<file path="src/rtl/imm_gen_pipe.sv">
// Pipelined RISC-V immediate generator: format decode, one output register and a skid buffer.
// Optional `IMMGEN_ERR_CNT_EN adds an 8-bit saturating count of accepted illegal selects.
module imm_gen_pipe #(
  parameter int XLEN  = 32,
  parameter int SEL_W = 3
) (
  input  logic              clk,
  input  logic              rst_n,
  input  logic              in_valid,
  output logic              in_ready,
  input  logic [24:0]       in_instr,
  input  logic [SEL_W-1:0]  in_sel,
  output logic              out_valid,
  input  logic              out_ready,
  output logic [XLEN-1:0]   out_imm,
  output logic              out_err
`ifdef IMMGEN_ERR_CNT_EN
  ,
  output logic [7:0]        err_cnt
`endif
);

  generate
    if (XLEN != 32 && XLEN != 64) begin : g_bad_xlen
      $fatal(1, "imm_gen_pipe: XLEN must be 32 or 64");
    end
    if (SEL_W != 3) begin : g_bad_sel
      $fatal(1, "imm_gen_pipe: SEL_W must be 3");
    end
  endgenerate

  // in_instr[k] is instruction bit k+7, so instruction bit 31 is ins[24].
  function automatic logic [XLEN-1:0] ext_imm(input logic [24:0] ins,
                                              input logic [SEL_W-1:0] sel);
    logic signed [31:0]     s32;
    logic signed [XLEN-1:0] sx;
    logic [XLEN-1:0]        res;
    logic                   use_sx;
    s32    = '0;
    res    = '0;
    use_sx = 1'b0;
    case (sel)
      3'b000: begin s32 = {{20{ins[24]}}, ins[24:13]}; use_sx = 1'b1; end
      3'b001: begin s32 = {{20{ins[24]}}, ins[24:18], ins[4:0]}; use_sx = 1'b1; end
      3'b010: begin s32 = {{20{ins[24]}}, ins[0], ins[23:18], ins[4:1], 1'b0}; use_sx = 1'b1; end
      3'b011: begin s32 = {{12{ins[24]}}, ins[12:5], ins[13], ins[23:14], 1'b0}; use_sx = 1'b1; end
      3'b100: begin s32 = {ins[24:5], 12'b0}; use_sx = 1'b1; end
      3'b101: begin
        res[4:0] = ins[17:13];
        if (XLEN == 64) res[5] = ins[18];
      end
      3'b110: res[4:0] = ins[12:8];
      default: res = '0;
    endcase
    sx = s32;
    if (use_sx) res = sx;
    return res;
  endfunction

  function automatic logic [7:0] sat_inc(input logic [7:0] c);
    return (c == 8'hFF) ? c : c + 8'd1;
  endfunction

  logic            main_vld_q, main_vld_d;
  logic [XLEN-1:0] main_imm_q, main_imm_d;
  logic            main_err_q, main_err_d;
  logic            skid_vld_q, skid_vld_d;
  logic [XLEN-1:0] skid_imm_q, skid_imm_d;
  logic            skid_err_q, skid_err_d;
  logic            in_xfer, out_xfer;
  logic [XLEN-1:0] new_imm;
  logic            new_err;

  assign in_xfer  = in_valid & ~skid_vld_q;
  assign out_xfer = main_vld_q & out_ready;
  assign new_imm  = ext_imm(in_instr, in_sel);
  assign new_err  = (in_sel == 3'b111);

  always_comb begin
    main_vld_d = main_vld_q;
    main_imm_d = main_imm_q;
    main_err_d = main_err_q;
    skid_vld_d = skid_vld_q;
    skid_imm_d = skid_imm_q;
    skid_err_d = skid_err_q;
    if (!main_vld_q || out_xfer) begin
      // Skid full implies in_ready was low, so no new input competes for main here.
      if (skid_vld_q) begin
        main_vld_d = 1'b1;
        main_imm_d = skid_imm_q;
        main_err_d = skid_err_q;
        skid_vld_d = 1'b0;
      end else begin
        main_vld_d = in_xfer;
        if (in_xfer) begin
          main_imm_d = new_imm;
          main_err_d = new_err;
        end
      end
    end else if (in_xfer) begin
      skid_vld_d = 1'b1;
      skid_imm_d = new_imm;
      skid_err_d = new_err;
    end
  end

  // Output / skid register stage
  always_ff @(posedge clk or negedge rst_n) begin
    if (!rst_n) begin
      main_vld_q <= 1'b0;
      main_imm_q <= '0;
      main_err_q <= 1'b0;
      skid_vld_q <= 1'b0;
      skid_imm_q <= '0;
      skid_err_q <= 1'b0;
    end else begin
      main_vld_q <= main_vld_d;
      main_imm_q <= main_imm_d;
      main_err_q <= main_err_d;
      skid_vld_q <= skid_vld_d;
      skid_imm_q <= skid_imm_d;
      skid_err_q <= skid_err_d;
    end
  end

  assign in_ready  = ~skid_vld_q;
  assign out_valid = main_vld_q;
  assign out_imm   = main_imm_q;
  assign out_err   = main_err_q;

`ifdef IMMGEN_ERR_CNT_EN
  logic [7:0] err_cnt_q, err_cnt_d;

  assign err_cnt_d = (in_xfer && new_err) ? sat_inc(err_cnt_q) : err_cnt_q;

  always_ff @(posedge clk or negedge rst_n) begin
    if (!rst_n) err_cnt_q <= 8'd0;
    else        err_cnt_q <= err_cnt_d;
  end

  assign err_cnt = err_cnt_q;
`endif

endmodule

</file>
<file path="config.mk">
export PLATFORM = sky130hd
export DESIGN_NAME = imm_gen_pipe
export DESIGN_NICKNAME = d
export VERILOG_FILES = /design/src/rtl/imm_gen_pipe.sv
export SDC_FILE = /design/constraint.sdc
export NUM_CORES = 1
export LEC_CHECK = 0
export ABC_AREA = 1
export CORE_MARGIN = 4
export CORE_UTILIZATION = 35
export CTS_CLUSTER_DIAMETER = 50
export CTS_CLUSTER_SIZE = 25
export DETAILED_ROUTE_END_ITERATION = 7
export GPL_ROUTABILITY_DRIVEN = 0
export PLACE_DENSITY_LB_ADDON = 0.08
export SYNTH_ARGS = -nofsm -noshare
export SYNTH_HDL_FRONTEND = slang
export SYNTH_SLANG_ARGS = --single-unit
</file>
<file path="constraint.sdc">
create_clock -name clk -period 1.14 [get_ports clk]
set_input_delay 0.342 -clock clk [delete_from_list [all_inputs] [get_ports clk]]
set_output_delay 0.342 -clock clk [all_outputs]
set_load 0.05 [all_outputs]
</file>
==> impl_metrics.ini, run 1 <==
[critical_path]
worstPathCellList = inv_2, nor2_4, nand3_4, buf_6, buf_16, nand2_4, o21ai_2
worstPathRequired_ns = 1.37
crit_family = simple AND/OR/NAND/NOR gates
crit_type = register to register
cp_slowest_cell = dfrtp_2
critPathMaxFanout = 8
cp-start-kind = register
startpoint = out_valid
r2r-start = out_valid
critPathBufInv = 3
crit_arrival_ns = 1.59
end_kind = register
slowest_delay_ns = 0.37

[sta]
rsz0062_at_grt = true
fmax_mhz = 737
setup_ws_ns = -0.217
slew_headroom_pct = 73.9
slew_violations = 0
hold_violations = 1
fin_worst_skew_ns = 0.0101
fin_crit_ns = 1.36
hold_slack_ns = -0.00162
post-route-period-util_pct = 119
setup_viol = 101
worstMarginPinSlew_ns = 0.392

[power_and_ir_drop]
swShare_pct = 37.4
powerDensity_nw_per_um2 = 1520
p_comb_share_pct = 44.3
p_seq_share_pct = 36.9
leakage_nw = 2.82
clkPwrFrac_pct = 18.9
intPower_mw = 5.71
max-vdd-ir-drop_mv = 1.01
netSwitchingPower_mw = 3.41

[global_routing]
grt_usage_pct = 20.0
grt_max_degree = 69
antenna_found_initial = 0
met3_usage_pct = 3.64
busiest_layer = met2
grt_pass1_wl_mm = 17.7
met1_usage_pct = 26.7
grt_pass1_vias = 3533
met2_usage_pct = 32.1
gr-total-overflow = 0

[detailed_routing]
via_per_inst = 5.02
drtPass1Iterations = 6
ant_nets = 0
drtIter0Drc = 125
wl_per_cell_um = 15.7
route.vias.total = 3525
totalWireLength_mm = 11.0
drc = 0

[synth]
syn-num-nets = 462
synthesis.area_um2 = 3400
synth_top_area_share_pct = 50.1
netlist_instances = 430
ys_top_cells_by_area = dfrtp_1, nand2_1, a21oi_1
yosysTopAreaCell = dfrtp_1
syn_area_per_cell_um2 = 7.91
synth.distinct_cells = 21
synth-seq-cells = 68
ys_seq_area_share_pct = 50.1
yosysWarnings = 0

[cts]
htree_num_levels = 3
clkTransAtPathRegs_ns = 0.07
insertion_delay_ns = 0.34
cts_tree = yes
clock-sinks = 68
cts_hold_buf = 0
cts_buffers = 9
cts_root_buf = clkbuf_8
cts_buffer_depth = 2

[cells_and_area]
insertedDiodeCount = 0
fin_nets = 602
layout-drive-gt1-share_pct = 46.4
areaGrowthSynthToFinish_pct = 76.4
utilization_pct = 64.3
final_area_um2 = 6000

[placed_design]
place_ws_ns = -0.682
dpl-instance-area_um2 = 4870
hpwl_mm = 6.75
portBuffers = 66

[floorplan]
fp.dieH_um = 107
num_rows = 35
ios = 67
initial_utilization_pct = 36.4
core-area_um2 = 9330
dieArea_um2 = 11400
die_w_um = 107

[status]
violations = hold timing, setup timing
status = finished, violations left

[hold_path]
hp-class = input port to async pin

[run]
maxCapViolations = 0
[synth_stat cells (all sizes together)]
| cell type | instances |
|---|---|
| nand2 | 151 |
| dfrtp | 68 |
| a21oi | 42 |
| o21ai | 41 |
| nor2 | 40 |
| inv | 24 |
| buf | 18 |
| nand4 | 15 |
| nand3 | 13 |
| a31oi | 9 |
| clkbuf | 8 |
| o211ai | 1 |
[worst paths after layout]
kind | cells after the start | end | slack, ns
worst max-delay path | 7 | skid_imm_q[12] | -0.22
worst min-delay path | 2 | out_imm[12] | -0.002
worst max register to register | 7 | skid_imm_q[12] | -0.22
worst min register to register | 2 | skid_imm_q[6] | 0.49
max in group asynchronous | 2 | out_imm[24] | 0.79
min in group clk | 2 | skid_imm_q[6] | 0.49
[layout make-up]
type / count / area (um^2)
inverters: 24 / 125
repair buffers: 154 / 1970
flip-flops and latches: 68 / 1710
clock buffers: 11 / 141
repair inverters: 1 / 3.75
fillers: 764 / 3330
well taps: 129 / 161
clock inverters: 3 / 15.0
multi-input cells: 312 / 1870
[layout by cell type, fill, tap and decap left out, drive strengths merged]
| cell type | synthesis | routed |
|---|---|---|
| nand2 | 151 | 151 |
| buf | 18 | 124 |
| dfrtp | 68 | 68 |
| a21oi | 42 | 42 |
| o21ai | 41 | 41 |
| nor2 | 40 | 40 |
| clkdlybuf4s50 | 0 | 25 |
| inv | 24 | 22 |
| nand4 | 15 | 15 |
| nand3 | 13 | 13 |
| clkbuf | 8 | 11 |
| a31oi | 9 | 9 |
| clkinv | 0 | 6 |
| dlygate4sd2 | 0 | 4 |
| o211ai | 1 | 1 |
| clkdlybuf4s15 | 0 | 1 |
[worst register-to-register path, stage by stage, from the launching register on]
cell and delay (ns):
dfrtp_2 0.37, inv_2 0.04, nor2_4 0.21, nand3_4 0.17, buf_6 0.18, buf_16 0.15, nand2_4 0.06, o21ai_2 0.05
[cells by family after synthesis]
| kind of cell | Yosys count | share of synthesized area [%] |
|---|---|---|
| buffers and inverters | 50 | 7.95 |
| AND/OR/NAND/NOR | 219 | 27.9 |
| AO/OA/AOI/OAI | 93 | 14.1 |
| flip-flops | 68 | 50.1 |
[sequential cells by signal, indices dropped and copies added, names as in the netlist]
name        count
out_valid       1
skid_err_q      1
skid_imm_q     32
out_imm        32
skid_vld_q      1
out_err         1
[layer usage]
metal | up-vias | share of wire (%)
li1 | 1694 | -
met1 | 1700 | 44
met2 | 108 | 49
met3 | 23 | 4.3
met4 | 0 | 2.9
met5 | - | 0
[metrics by stage]
| stage | cells | total power [mW] | setup TNS (ns) |
|---|---|---|---|
| 4_1_cts | 689 | 8.82 | -13.46 |
| 2_1_floorplan | 430 | 4.85 | -11.71 |
| 3_3_place_gp | 646 | 6.53 | -37.26 |
| 3_5_place_dp | 646 | 6.56 | -38.34 |
| 5_1_grt | 702 | 9.54 | -19.23 |
| 6_report | 702 | 9.11 | -14.27 |
[power groups by stage]
| stage | registers (mW) | logic, mW | clock network [mW] |
|---|---|---|---|
| 6_report | 3.36 | 4.03 | 1.72 |
| 5_1_grt | 3.41 | 4.28 | 1.85 |
| 4_1_cts | 3.32 | 3.76 | 1.75 |
| 3_5_place_dp | 3.32 | 3.24 | 0 |
| 3_3_place_gp | 3.31 | 3.22 | 0 |
| 2_1_floorplan | 3.96 | 0.889 | 0 |
[timing repair]
item / CTS / global route
gates cloned: 9 / 0
resized for setup: 127 / 70
pin swaps: 32 / 13
setup endpoints to repair: 101 / 101
buffers inserted: 21 / 19
hold endpoints to repair: 0 / 0
Power figures use the tool's default switching activity.
==> inputs of run 2 (changes only) <==
--- a/config.mk
+++ b/config.mk
@@ -8,6 +8,7 @@
 export ABC_AREA = 1
 export CORE_MARGIN = 4
 export CORE_UTILIZATION = 35
+export CTS_BUF_LIST = sky130_fd_sc_hd__clkbuf_16
 export CTS_CLUSTER_DIAMETER = 50
 export CTS_CLUSTER_SIZE = 25
 export DETAILED_ROUTE_END_ITERATION = 7
==> impl_metrics.ini, run 2 (synthesis results as in run 1) <==
[cts]
cts_tree = yes
cts_root_buf = clkbuf_16
cts_hold_buf = 0
cts_buffer_depth = 2
clock-sinks = 68
htree_num_levels = 3
insertion_delay_ns = 0.33
clkTransAtPathRegs_ns = 0.05
cts_buffers = 9

[cells_and_area]
fin_nets = 596
utilization_pct = 64.0
areaGrowthSynthToFinish_pct = 75.5
final_common_cell = nand2_1
insertedDiodeCount = 0
fin_cells = 696
final_cell_mix = nand2_1, dfrtp_1, buf_4
layout-drive-gt1-share_pct = 43.4

[sta]
fin_worst_skew_ns = 0.00557
fmax_mhz = 738
post-route-period-util_pct = 119
fin_crit_ns = 1.36
rsz0062_at_grt = true
setup_viol = 101
slew_violations = 0
hold_violations = 0
setup-tns-final_ns = -10.66
slew_headroom_pct = 74.8
setup_ws_ns = -0.215
worstMarginPinSlew_ns = 0.378

[detailed_routing]
wl_per_cell_um = 15.5
drc = 0
drtPass1Iterations = 5
ant_nets = 0
totalWireLength_mm = 10.8
route.vias.total = 3443
drtIter0Drc = 148
via_per_inst = 4.95

[floorplan]
die_w_um = 107
dieArea_um2 = 11400
initial_utilization_pct = 36.4
fp.dieH_um = 107
core-area_um2 = 9330
num_rows = 35
ios = 67

[critical_path]
r2r-start = skid_vld_q
crit_arrival_ns = 1.01
startpoint = skid_vld_q
worstPathRequired_ns = 0.80
critPathMaxFanout = 3
end_kind = primary output
crit_type = register to primary output
cp-start-kind = register

[global_routing]
grt_pass1_wl_mm = 16.9
gr-total-overflow = 0
grt_usage_pct = 18.9
grt_max_degree = 69
grt_pass1_vias = 3408
antenna_found_initial = 0

[power_and_ir_drop]
powerDensity_nw_per_um2 = 1630
finalPower_mw = 9.72
leakage_nw = 2.81
max-vdd-ir-drop_mv = 1.06

[status]
violations = setup timing
status = finished, violations left

[placed_design]
portBuffers = 66
hpwl_mm = 6.75
dp_cells = 646

[run]
maxCapViolations = 0

[hold_path]
hp-class = input port to async pin
run 2: cell types whose count changed in the layout (fill, tap and decap cells not counted), sizes merged:
cell,before,now
inv,22,25
clkdlybuf4s50,25,24
clkinv,6,5
clkbuf,11,12
clkdlybuf4s15,1,0
buf,124,116
dlygate4sd2,4,5
run 2: repair_timing:
item / in CTS / in global routing
endpoints found under the hold margin: 0 / 0
setup endpoints to repair: 101 / 101
resized for setup: 67 / 106
buffers inserted: 17 / 18
pin swaps: 22 / 23
cloned: 4 / 2
run 2: report_power, final:
group	switching, mW	total [mW]	internal [mW]
Sequential	0.450	3.35	2.90
Clock	0.989	2.41	1.42
Combinational	2.02	3.97	1.94
run 2: routing by layer:
| metal | wire length [um] | track usage, % | share of wire, % | up-vias |
|---|---|---|---|---|
| met5 | 0 | 0 | 0 | - |
| met4 | 154 | 6.76 | 1.4 | 0 |
| met3 | 460 | 4.07 | 4.3 | 13 |
| met2 | 5360 | 30.6 | 50 | 83 |
| met1 | 4780 | 25.1 | 44 | 1669 |
| li1 | - | - | - | 1678 |
run 2: final cells by class:
cell class	count	area, um^2
multi-input combinational	312	1830
clock buffer	9	225
fill	782	3360
clock inverter	5	22.5
inverter	24	118
tap	129	161
timing repair buffer	148	1890
sequential	68	1710
timing repair inverter	1	6.26
run 2: worst paths after layout:
path,end,slack [ns],cells after the start
max in group asynchronous,out_imm[20],0.79,2
min,out_imm[12],0.03,2
min reg2reg,skid_imm_q[6],0.48,2
max,in_ready,-0.22,2
min in group clk,skid_vld_q,0.46,4
max reg2reg,out_imm[21],-0.18,8
run 2: metrics by stage:
step                hold slack [ns]  worst slack, ns  cell area [um^2]
floorplan                    0.0464           -0.210              3460
global placement              0.402           -0.649              4870
detailed placement            0.394           -0.682              4870
CTS                          0.0498           -0.223              5530
global route                 0.0635           -0.256              5970
finish                       0.0270           -0.215              5970
run 2: worst max-delay path, cell delays in order, from the launching register on:
cell and delay, ns:
dfrtp_2 0.44, inv_4 0.10, buf_8 0.15
==> inputs of run 3 (changes only) <==
==> constraint.sdc (replaced) <==
create_clock -name clk -period 1.58 [get_ports clk]
set_input_delay 0.474 -clock clk [delete_from_list [all_inputs] [get_ports clk]]
set_output_delay 0.474 -clock clk [all_outputs]
set_load 0.05 [all_outputs]
==> impl_metrics.ini, run 3 (synthesis results as in run 1) <==
[critical_path]
rrSetupSlack_ns = 0.11
cp-start-kind = register
end_kind = primary output
crit_arrival_ns = 1.04
r2r-start = skid_vld_q
worstPathRequired_ns = 1.11
crit_type = register to primary output
critPathMaxFanout = 3
reg2reg_to = skid_imm_q[29]
r2r_cells = 7

[floorplan]
num_rows = 35
initial_utilization_pct = 36.4
ios = 67
core-area_um2 = 9330
die_w_um = 107
dieArea_um2 = 11400
fp.dieH_um = 107

[sta]
setup-tns-final_ns = 0
slew_headroom_pct = 74.3
setup_viol = 0
fin_worst_skew_ns = 0.00968
rsz0062_at_grt = false
slew_violations = 0
hold_violations = 0
fmax_mhz = 661
post-route-period-util_pct = 95.8
worstMarginPinSlew_ns = 0.386
hold_slack_ns = 0.142
fin_crit_ns = 1.51
setup_ws_ns = 0.0661

[placed_design]
portBuffers = 66
dpl-instance-area_um2 = 4690
place_ws_ns = -0.329
hpwl_mm = 6.66
dp_cells = 633

[cells_and_area]
final_area_um2 = 5080
final_cell_mix = nand2_1, dfrtp_1, buf_12
layout-drive-gt1-share_pct = 21.9
areaGrowthSynthToFinish_pct = 49.3
insertedDiodeCount = 0
utilization_pct = 54.4
fin_cells = 653
fin_nets = 551
final_common_cell = nand2_1

[cts]
insertion_delay_ns = 0.33
cts_tree = yes
clock-sinks = 68
htree_num_levels = 3
cts_buffer_depth = 2
clkTransAtPathRegs_ns = 0.06
cts_buffers = 9
cts_root_buf = clkbuf_16
cts_hold_buf = 0

[status]
status = complete, no violations

[global_routing]
grt_max_degree = 69
grt_usage_pct = 17.9
gr-total-overflow = 0
antenna_found_initial = 0
grt_pass1_wl_mm = 15.9
grt_pass1_vias = 3188

[run]
maxCapViolations = 0

[power_and_ir_drop]
leakage_nw = 2.47
powerDensity_nw_per_um2 = 1300
finalPower_mw = 6.59
max-vdd-ir-drop_mv = 0.637

[hold_path]
hp-class = input port to async pin

[detailed_routing]
drtPass1Iterations = 4
drc = 0
route.vias.total = 3188
ant_nets = 0
drtIter0Drc = 127
via_per_inst = 4.88
totalWireLength_mm = 9.62
wl_per_cell_um = 14.7
-- run 3: cell count changes in the layout (fill, tap and decap cells not counted), moves of 19 or more --
cell and delta:
nand2_1 +24, a21oi_2 -19, o21ai_0 +21, buf_4 -19
a21oi_1 +25, nor2_1 +19
-- run 3: layout make-up --
type | count | area, um^2
fill | 898 | 4250
sequential | 68 | 1700
multi-input combinational | 312 | 1460
timing repair buffer | 104 | 1360
clock buffer | 9 | 225
tap | 129 | 161
inverter | 24 | 103
clock inverter | 7 | 60.1
-- run 3: worst max path at each step --
| stage | startpoint | end | slack [ns] | cells after the start |
|---|---|---|---|---|
| finish | skid_vld_q | in_ready | 0.07 | 2 |
| global route | out_ready | skid_imm_q[3] | 0.01 | 7 |
| CTS | in_sel[1] | out_imm[16] | 0.006 | 9 |
| detailed placement | in_sel[1] | out_imm[24] | -0.33 | 9 |
| global placement | in_sel[0] | out_imm[24] | -0.35 | 9 |
| floorplan | out_valid | skid_imm_q[14] | 0.02 | 6 |
-- run 3: routing by layer --
layer | vias up | share of wire [%] | routed length (um) | GRT usage [%]
met3 | 9 | 4.4 | 424 | 4.86
met2 | 56 | 48 | 4630 | 29.3
met4 | 0 | 1.1 | 105 | 3.93
met5 | - | 0 | 0 | 0
met1 | 1536 | 46 | 4460 | 23.7
li1 | 1587 | - | - | -
-- run 3: critical path: stages, from the launching register on --
cell	delay, ns
dfrtp_2	0.46
inv_4	0.10
buf_6	0.16
-- run 3: power breakdown --
| group | internal, mW | switching (mW) | total [mW] |
|---|---|---|---|
| Combinational | 1.05 | 1.23 | 2.28 |
| Sequential | 2.08 | 0.280 | 2.36 |
| Clock | 1.20 | 0.742 | 1.94 |
| Total | 4.33 | 2.26 | 6.59 |
-- run 3: repair_timing --
action,4_1_cts,5_1_grt
pin swaps,0,2
buffers inserted,1,3
cloned,0,0
gates resized for setup,2,20
endpoints found under the setup margin,2,31
